[config.mk]
export PLATFORM = sky130hd
export DESIGN_NAME = x25519_input_loader_flat
export DESIGN_NICKNAME = d
export VERILOG_FILES = /design/src/rtl/x25519_input_loader_if.sv /design/src/rtl/x25519_input_loader.sv /design/src/flat_wrapper.sv
export SDC_FILE = /design/constraint.sdc
export NUM_CORES = 2
export LEC_CHECK = 0
export BUFFER_PORTS_ARGS = -buffer_cell sky130_fd_sc_hd__buf_2
export CAP_MARGIN = 5
export CELL_PAD_IN_SITES_DETAIL_PLACEMENT = 0
export CELL_PAD_IN_SITES_GLOBAL_PLACEMENT = 2
export CORE_AREA = 2 2 401 403
export CTS_CLUSTER_DIAMETER = 80
export CTS_CLUSTER_SIZE = 20
export DETAILED_ROUTE_END_ITERATION = 12
export DIE_AREA = 0 0 403 405
export PLACE_DENSITY = 0.72
export SETUP_SLACK_MARGIN = 0.2
export SLEW_MARGIN = 20
export SYNTH_ARGS = -nofsm -noshare
export SYNTH_HDL_FRONTEND = slang
export SYNTH_SLANG_ARGS = --single-unit
[constraint.sdc]
create_clock -name clk -period 2.2 [get_ports clk]
set_input_delay 0.11 -clock clk [delete_from_list [all_inputs] [get_ports clk]]
set_output_delay 0.11 -clock clk [all_outputs]
set_load 0.01 [all_outputs]
[src/rtl/x25519_input_loader_if.sv]
// Byte-frame, core-drive and result signals of the x25519 input loader.
// slave = the loader itself, master = its environment (byte source, core, result sink).
interface x25519_input_loader_if;
    logic [7:0]   in_data;
    logic         in_valid;
    logic         in_ready;
    logic [254:0] sm_k;
    logic [254:0] sm_x_p;
    logic         sm_rst;
    logic [254:0] sm_x_q;
    logic         sm_done;
    logic [254:0] res_data;
    logic         res_valid;
    logic         res_ready;
    logic         busy;

    modport slave (
        input  in_data, in_valid, sm_x_q, sm_done, res_ready,
        output in_ready, sm_k, sm_x_p, sm_rst, res_data, res_valid, busy
    );

    modport master (
        output in_data, in_valid, sm_x_q, sm_done, res_ready,
        input  in_ready, sm_k, sm_x_p, sm_rst, res_data, res_valid, busy
    );
endinterface

[src/rtl/x25519_input_loader.sv]
// Byte-serial loader for the x25519 scalar_multiplication core: clamps k, masks u and sequences the core.
// Define X25519_LOADER_REDUCE_EN to reduce the masked u modulo 2^255-19 before it reaches the core.
module x25519_input_loader (
    input  logic                  clk,
    input  logic                  rst,
    x25519_input_loader_if.slave  io
);
    typedef enum logic [2:0] {LOAD_K, LOAD_U, REDUCE, RUN, RESULT} state_t;

    state_t       state;
    state_t       state_nx;
    logic [5:0]   cnt;
    logic [255:0] sr;
    logic [255:0] sr_nx;
    logic [253:3] k_buf;
    logic         in_ready_c;
    logic         busy_c;
    logic         xfer;
    logic [254:0] k_clamped;
    logic [254:0] u_masked;
    logic [254:0] u_final;

    assign io.in_ready = in_ready_c;
    assign io.busy     = busy_c;
    assign xfer        = io.in_valid && in_ready_c;

    // Bytes enter at the top and shift down, so byte i ends at bits [8i+7:8i] after 32 shifts.
    assign sr_nx     = {io.in_data, sr[255:8]};
    assign k_clamped = {1'b1, k_buf, 3'b000};
    assign u_masked  = sr[254:0];

`ifdef X25519_LOADER_REDUCE_EN
    localparam logic [254:0] P = {{247{1'b1}}, 8'hED};
    logic [255:0] u_diff;
    // A borrow out of the 256-bit subtraction means u < p.
    assign u_diff  = {1'b0, u_masked} - {1'b0, P};
    assign u_final = u_diff[255] ? u_masked : u_diff[254:0];
`else
    assign u_final = u_masked;
`endif

    always_ff @(posedge clk) begin
        if (rst) state <= LOAD_K;
        else     state <= state_nx;
    end

    always_comb begin
        state_nx   = state;
        in_ready_c = 1'b0;
        busy_c     = 1'b0;
        case (state)
            LOAD_K: begin
                in_ready_c = 1'b1;
                if (io.in_valid && cnt == 6'd31) state_nx = LOAD_U;
            end
            LOAD_U: begin
                in_ready_c = 1'b1;
                if (io.in_valid && cnt == 6'd63) state_nx = REDUCE;
            end
            REDUCE: begin
                busy_c   = 1'b1;
                state_nx = RUN;
            end
            RUN: begin
                busy_c = 1'b1;
                if (io.sm_done) state_nx = RESULT;
            end
            RESULT: begin
                if (io.res_ready) state_nx = LOAD_K;
            end
            default: state_nx = LOAD_K;
        endcase
    end

    always_ff @(posedge clk) begin
        if (rst) begin
            cnt          <= '0;
            sr           <= '0;
            k_buf        <= '0;
            io.sm_k      <= '0;
            io.sm_x_p    <= '0;
            io.sm_rst    <= 1'b1;
            io.res_data  <= '0;
            io.res_valid <= 1'b0;
        end else begin
            if (xfer) begin
                cnt <= cnt + 6'd1;
                sr  <= sr_nx;
                if (state == LOAD_K && cnt == 6'd31) k_buf <= sr_nx[253:3];
            end
            case (state)
                REDUCE: begin
                    io.sm_k   <= k_clamped;
                    io.sm_x_p <= u_final;
                    io.sm_rst <= 1'b0;
                end
                RUN: begin
                    if (io.sm_done) begin
                        io.res_data  <= io.sm_x_q;
                        io.res_valid <= 1'b1;
                        io.sm_rst    <= 1'b1;
                    end
                end
                RESULT: begin
                    if (io.res_ready) io.res_valid <= 1'b0;
                end
                default: ;
            endcase
        end
    end
endmodule

[src/flat_wrapper.sv]
// flat-port wrapper written by rule: the top's interface ports become plain ports
module x25519_input_loader_flat 
  (clk, rst, io_in_data, io_in_valid, io_sm_x_q, io_sm_done, io_res_ready, io_in_ready, io_sm_k, io_sm_x_p, io_sm_rst, io_res_data, io_res_valid, io_busy);
  x25519_input_loader_if io_i ();
  input  logic clk;
  input  logic rst;
  input wire logic [$bits(io_i.in_data)-1:0] io_in_data;
  input wire logic [$bits(io_i.in_valid)-1:0] io_in_valid;
  input wire logic [$bits(io_i.sm_x_q)-1:0] io_sm_x_q;
  input wire logic [$bits(io_i.sm_done)-1:0] io_sm_done;
  input wire logic [$bits(io_i.res_ready)-1:0] io_res_ready;
  output wire logic [$bits(io_i.in_ready)-1:0] io_in_ready;
  output wire logic [$bits(io_i.sm_k)-1:0] io_sm_k;
  output wire logic [$bits(io_i.sm_x_p)-1:0] io_sm_x_p;
  output wire logic [$bits(io_i.sm_rst)-1:0] io_sm_rst;
  output wire logic [$bits(io_i.res_data)-1:0] io_res_data;
  output wire logic [$bits(io_i.res_valid)-1:0] io_res_valid;
  output wire logic [$bits(io_i.busy)-1:0] io_busy;
  assign io_i.in_data = io_in_data;
  assign io_i.in_valid = io_in_valid;
  assign io_i.sm_x_q = io_sm_x_q;
  assign io_i.sm_done = io_sm_done;
  assign io_i.res_ready = io_res_ready;
  assign io_in_ready = io_i.in_ready;
  assign io_sm_k = io_i.sm_k;
  assign io_sm_x_p = io_i.sm_x_p;
  assign io_sm_rst = io_i.sm_rst;
  assign io_res_data = io_i.res_data;
  assign io_res_valid = io_i.res_valid;
  assign io_busy = io_i.busy;
  x25519_input_loader u_core (.clk(clk), .rst(rst), .io(io_i));
endmodule
==> impl_metrics.prom <==
# TYPE chip_impl_metric gauge
chip_impl_metric{name="netlist-cell-type-count",unit=""} 34
chip_impl_metric{name="critical_path_peak_fanout",unit=""} 8
chip_impl_metric{name="p_clk_share",unit="%"} 41.6
chip_impl_metric{name="critical_path_arrival",unit="ps"} 2590
chip_impl_metric{name="switching_share_of_power",unit="%"} 24.0
chip_impl_info{name="cts_root_buffer",value="sky130_fd_sc_hd__clkbuf_16"} 1
chip_impl_metric{name="via_total_after_detailed_routing",unit=""} 41000
chip_impl_metric{name="antenna_left",unit=""} 0
chip_impl_metric{name="dr.pass1.iters",unit=""} 5
chip_impl_metric{name="postLayoutCoreUtil",unit="%"} 37.8
chip_impl_metric{name="leakage_power_summed_over_all_cells",unit="nW"} 22.4
chip_impl_metric{name="antenna_found_initial",unit=""} 20
chip_impl_info{name="hold_path.class",value="in -> reg"} 1
chip_impl_metric{name="finish.net_count",unit=""} 6945
chip_impl_metric{name="final.fill_count",unit=""} 16700
chip_impl_metric{name="first_global_vias",unit=""} 39600
chip_impl_metric{name="rows",unit=""} 147
chip_impl_info{name="sort_of_element_at_the_end_of_the_critical_path",value="flip-flop"} 1
chip_impl_metric{name="postPlaceCellArea",unit="µm²"} 53700
chip_impl_metric{name="vias_per_cell",unit=""} 4.64
chip_impl_metric{name="required",unit="ps"} 2820
chip_impl_metric{name="p_seq_share",unit="%"} 54.5
chip_impl_info{name="status",value="completed"} 1
chip_impl_metric{name="placed_cells",unit=""} 8370
chip_impl_info{name="cts_tree",value="yes"} 1
chip_impl_metric{name="dp_hpwl",unit="µm"} 149000
chip_impl_metric{name="clock-sinks",unit=""} 1280
chip_impl_metric{name="global_route_wire_length_before_repair",unit="µm"} 285000
chip_impl_metric{name="synth-seq-cells",unit=""} 1280
chip_impl_metric{name="layout.cells.non_filler",unit=""} 8825
chip_impl_metric{name="slew-limit-headroom",unit="%"} 59.8
chip_impl_metric{name="synthesis.area",unit="µm²"} 46200
chip_impl_metric{name="start_util",unit="%"} 29.0
chip_impl_metric{name="setup_viol",unit=""} 0
chip_impl_info{name="mostFrequentLayoutCell",value="sky130_fd_sc_hd__nand2_1"} 1
chip_impl_metric{name="power.density_cell_area",unit="nW/µm²"} 708
chip_impl_metric{name="dr_wl_met3",unit="µm"} 14800
chip_impl_metric{name="cts-htree-levels",unit=""} 3
chip_impl_info{name="post-synth-top-area-cell",value="sky130_fd_sc_hd__dfxtp_1"} 1
chip_impl_info{name="timing.critical_path.cells",value="or3b_4, nor4b_4, buf_6, buf_16, clkbuf_16, mux2i_1"} 1
chip_impl_info{name="most-common-layout-cells",value="sky130_fd_sc_hd__nand2_1, sky130_fd_sc_hd__dfxtp_1, sky130_fd_sc_hd__buf_2"} 1
chip_impl_metric{name="synthesis.instances",unit=""} 5567
chip_impl_metric{name="die_width",unit="µm"} 403
chip_impl_metric{name="grt_max_degree",unit=""} 143
chip_impl_metric{name="p_int",unit="mW"} 32.4
chip_impl_metric{name="groute.usage.overall",unit="%"} 23.8
chip_impl_info{name="routed.top_layer",value="met4"} 1
chip_impl_metric{name="clkTransAtPathRegs",unit="ps"} 90
chip_impl_metric{name="drt_first_iter_violations",unit=""} 2789
chip_impl_metric{name="final_cell_area",unit="µm²"} 60200
chip_impl_metric{name="count_of_yosys_warnings_during_synthesis",unit=""} 0
chip_impl_metric{name="routed_wire_length_per_instance",unit="µm"} 23.4
chip_impl_metric{name="final.setup.worst_slack",unit="ps"} 228
chip_impl_metric{name="fin_crit_sh",unit="%"} 89.6
chip_impl_metric{name="maxSlewViolCount",unit=""} 0
chip_impl_metric{name="fmaxAchievable",unit="MHz"} 507
chip_impl_info{name="crit_type",value="reg -> reg"} 1
chip_impl_metric{name="cts_made_buffers",unit=""} 88
chip_impl_metric{name="globalplace.congestion",unit=""} 0.929
chip_impl_metric{name="whs",unit="ps"} 155
chip_impl_info{name="slowest_stage",value="sky130_fd_sc_hd__or3b_4"} 1
chip_impl_metric{name="clockBufferDepth",unit=""} 3
chip_impl_metric{name="port-buffer-count",unit=""} 1033
chip_impl_metric{name="wl_met2",unit="µm"} 97700
chip_impl_metric{name="die_height",unit="µm"} 405
chip_impl_metric{name="max_cap_violations",unit=""} 0
chip_impl_info{name="cell_types_with_the_largest_area_share_after_synthesis",value="sky130_fd_sc_hd__dfxtp_1, sky130_fd_sc_hd__nand2_1, sky130_fd_sc_hd__a21oi_1"} 1
chip_impl_metric{name="boundaryPins",unit=""} 1037
chip_impl_metric{name="synthDominantCellAreaShare",unit="%"} 55.4
chip_impl_metric{name="post_route_cells_drive_above_1_share",unit="%"} 19.8
chip_impl_metric{name="max-vdd-ir-drop",unit="µV"} 657
chip_impl_metric{name="design.die.area",unit="µm²"} 163000
chip_impl_info{name="grt_setup_unrepaired",value="true"} 1
chip_impl_metric{name="drc_errors",unit=""} 0
chip_impl_metric{name="final_hold_viol_count",unit=""} 0
chip_impl_metric{name="fin_worst_skew",unit="ps"} 37.4
chip_impl_metric{name="core",unit="µm²"} 159000
chip_impl_metric{name="comb_power_share",unit="%"} 4.0
chip_impl_metric{name="timing.setup.tns",unit="ps"} 0
chip_impl_metric{name="power.net_switching",unit="mW"} 10.2
chip_impl_info{name="startpoint_type_of_the_worst_setup_path",value="flip-flop"} 1
chip_impl_metric{name="delay_contributed_by_the_slowest_stage_of_the_critical_path",unit="ps"} 440
chip_impl_metric{name="min_period",unit="ps"} 1970
chip_impl_metric{name="place_ws",unit="ps"} -321
chip_impl_metric{name="max_slew.worst_pin.slew",unit="ps"} 604
chip_impl_metric{name="clkLatencyLatePin",unit="ps"} 730
chip_impl_metric{name="grt-ovfl-total",unit=""} 0
chip_impl_metric{name="syn2layout_area_growth",unit="%"} 30.1
chip_impl_metric{name="totalWireLength",unit="µm"} 206000
chip_impl_metric{name="drt-met1-wl",unit="µm"} 85700
chip_impl_metric{name="synth-seq-area-share",unit="%"} 55.4
chip_impl_metric{name="syn_avg_cell_area",unit="µm²"} 8.31
chip_impl_metric{name="design_power_total",unit="mW"} 42.6
[Yosys cell counts (all sizes together)]
master / instances
clkbuf: 321
nand2: 2039
nor3b: 2
nor2: 6
inv: 1
or4b: 1
buf: 111
dfxtp: 1280
conb: 1
nand4: 1
mux2: 1
nand4b: 1
or3: 3
a21oi: 1024
a311o: 1
nor4b: 1
or3b: 2
nand2b: 503
ha: 1
nor2b: 2
and4b: 2
xnor2: 1
o21ai: 4
nand3: 2
and4: 1
nor3: 2
or4bb: 1
a211oi: 1
mux2i: 251
[logic make-up (layout without fill, tap and decap cells)]
| kind of cell | Yosys count | after routing | share of synthesized area (%) |
|---|---|---|---|
| XOR/XNOR | 1 | 1 | 0.0189 |
| AND/OR/NAND/NOR | 2569 | 2569 | 23.8 |
| multiplexers | 252 | 252 | 5.46 |
| other | 1 | 10 | 0.00811 |
| adder cells (fa/ha/maj) | 1 | 1 | 0.0271 |
| AO/OA/AOI/OAI | 1030 | 1030 | 11.2 |
| flip-flops | 1280 | 1280 | 55.4 |
| buffers and inverters | 433 | 1596 | 4.13 |
[critical path: cells and delay by family (launching register included)]
kind                   cells  cell delay (ps)
buffers and inverters      3              590
multiplexers               1              200
AND/OR/NAND/NOR            2              770
flip-flops                 1              310
[cell type report]
cell class	count	area [µm²]	area share, %
multi-input combinational	3856	18800	31.2
sequential	1280	25600	42.6
clock inverter	40	459	0.763
tap	2086	2610	4.34
antenna	7	17.5	0.0291
inverter	1	3.75	0.00624
clock buffer	106	2410	4.01
timing repair buffer	1449	10300	17.1
[power groups by stage]
stage / registers, mW / logic [mW] / clock network, mW
floorplan: 23.7 / 0.628 / 0
global placement: 23.7 / 1.22 / 0
detailed placement: 23.7 / 1.22 / 0
CTS: 23.2 / 1.69 / 18.3
global route: 23.2 / 1.79 / 19.1
finish: 23.2 / 1.69 / 17.7
[timing repair]
item	in CTS	in global routing
gates resized for setup	11	35
setup buffers	4	6
endpoints found under the hold margin	424	0
pin swaps	0	2
hold buffers	268	0
setup endpoints to repair	305	348
gates cloned	2	22
[sequential cells by signal, summed over array words and instances, names as in the netlist]
| signal | flops |
|---|---|
| u_core.io.sm_rst | 1 |
| u_core.io.res_valid | 1 |
| u_core.io.res_data | 255 |
| u_core.cnt | 6 |
| u_core.state | 3 |
| u_core.io.sm_k | 252 |
| u_core.k_buf | 251 |
| u_core.io.sm_x_p | 255 |
| u_core.sr | 256 |
[worst paths after layout]
kind                          start                      end  slack, ps  cells after the start
setup / recovery    u_core.state[1]        u_core.k_buf[206]        230                      6
hold / removal       io_sm_x_q[102]  u_core.io.res_data[102]        150                      4
setup reg to reg    u_core.state[1]        u_core.k_buf[206]        230                      6
hold reg to reg   u_core.k_buf[234]      u_core.io.sm_k[234]        440                      2
[metal layers]
layer | vias to the layer above | GRT usage, %
li1 | 20100 | -
met1 | 19700 | 28.5
met2 | 935 | 39.8
met3 | 263 | 7.34
met4 | 0 | 8.54
met5 | - | 0
No activity file was read; power rests on OpenSTA's default activity.
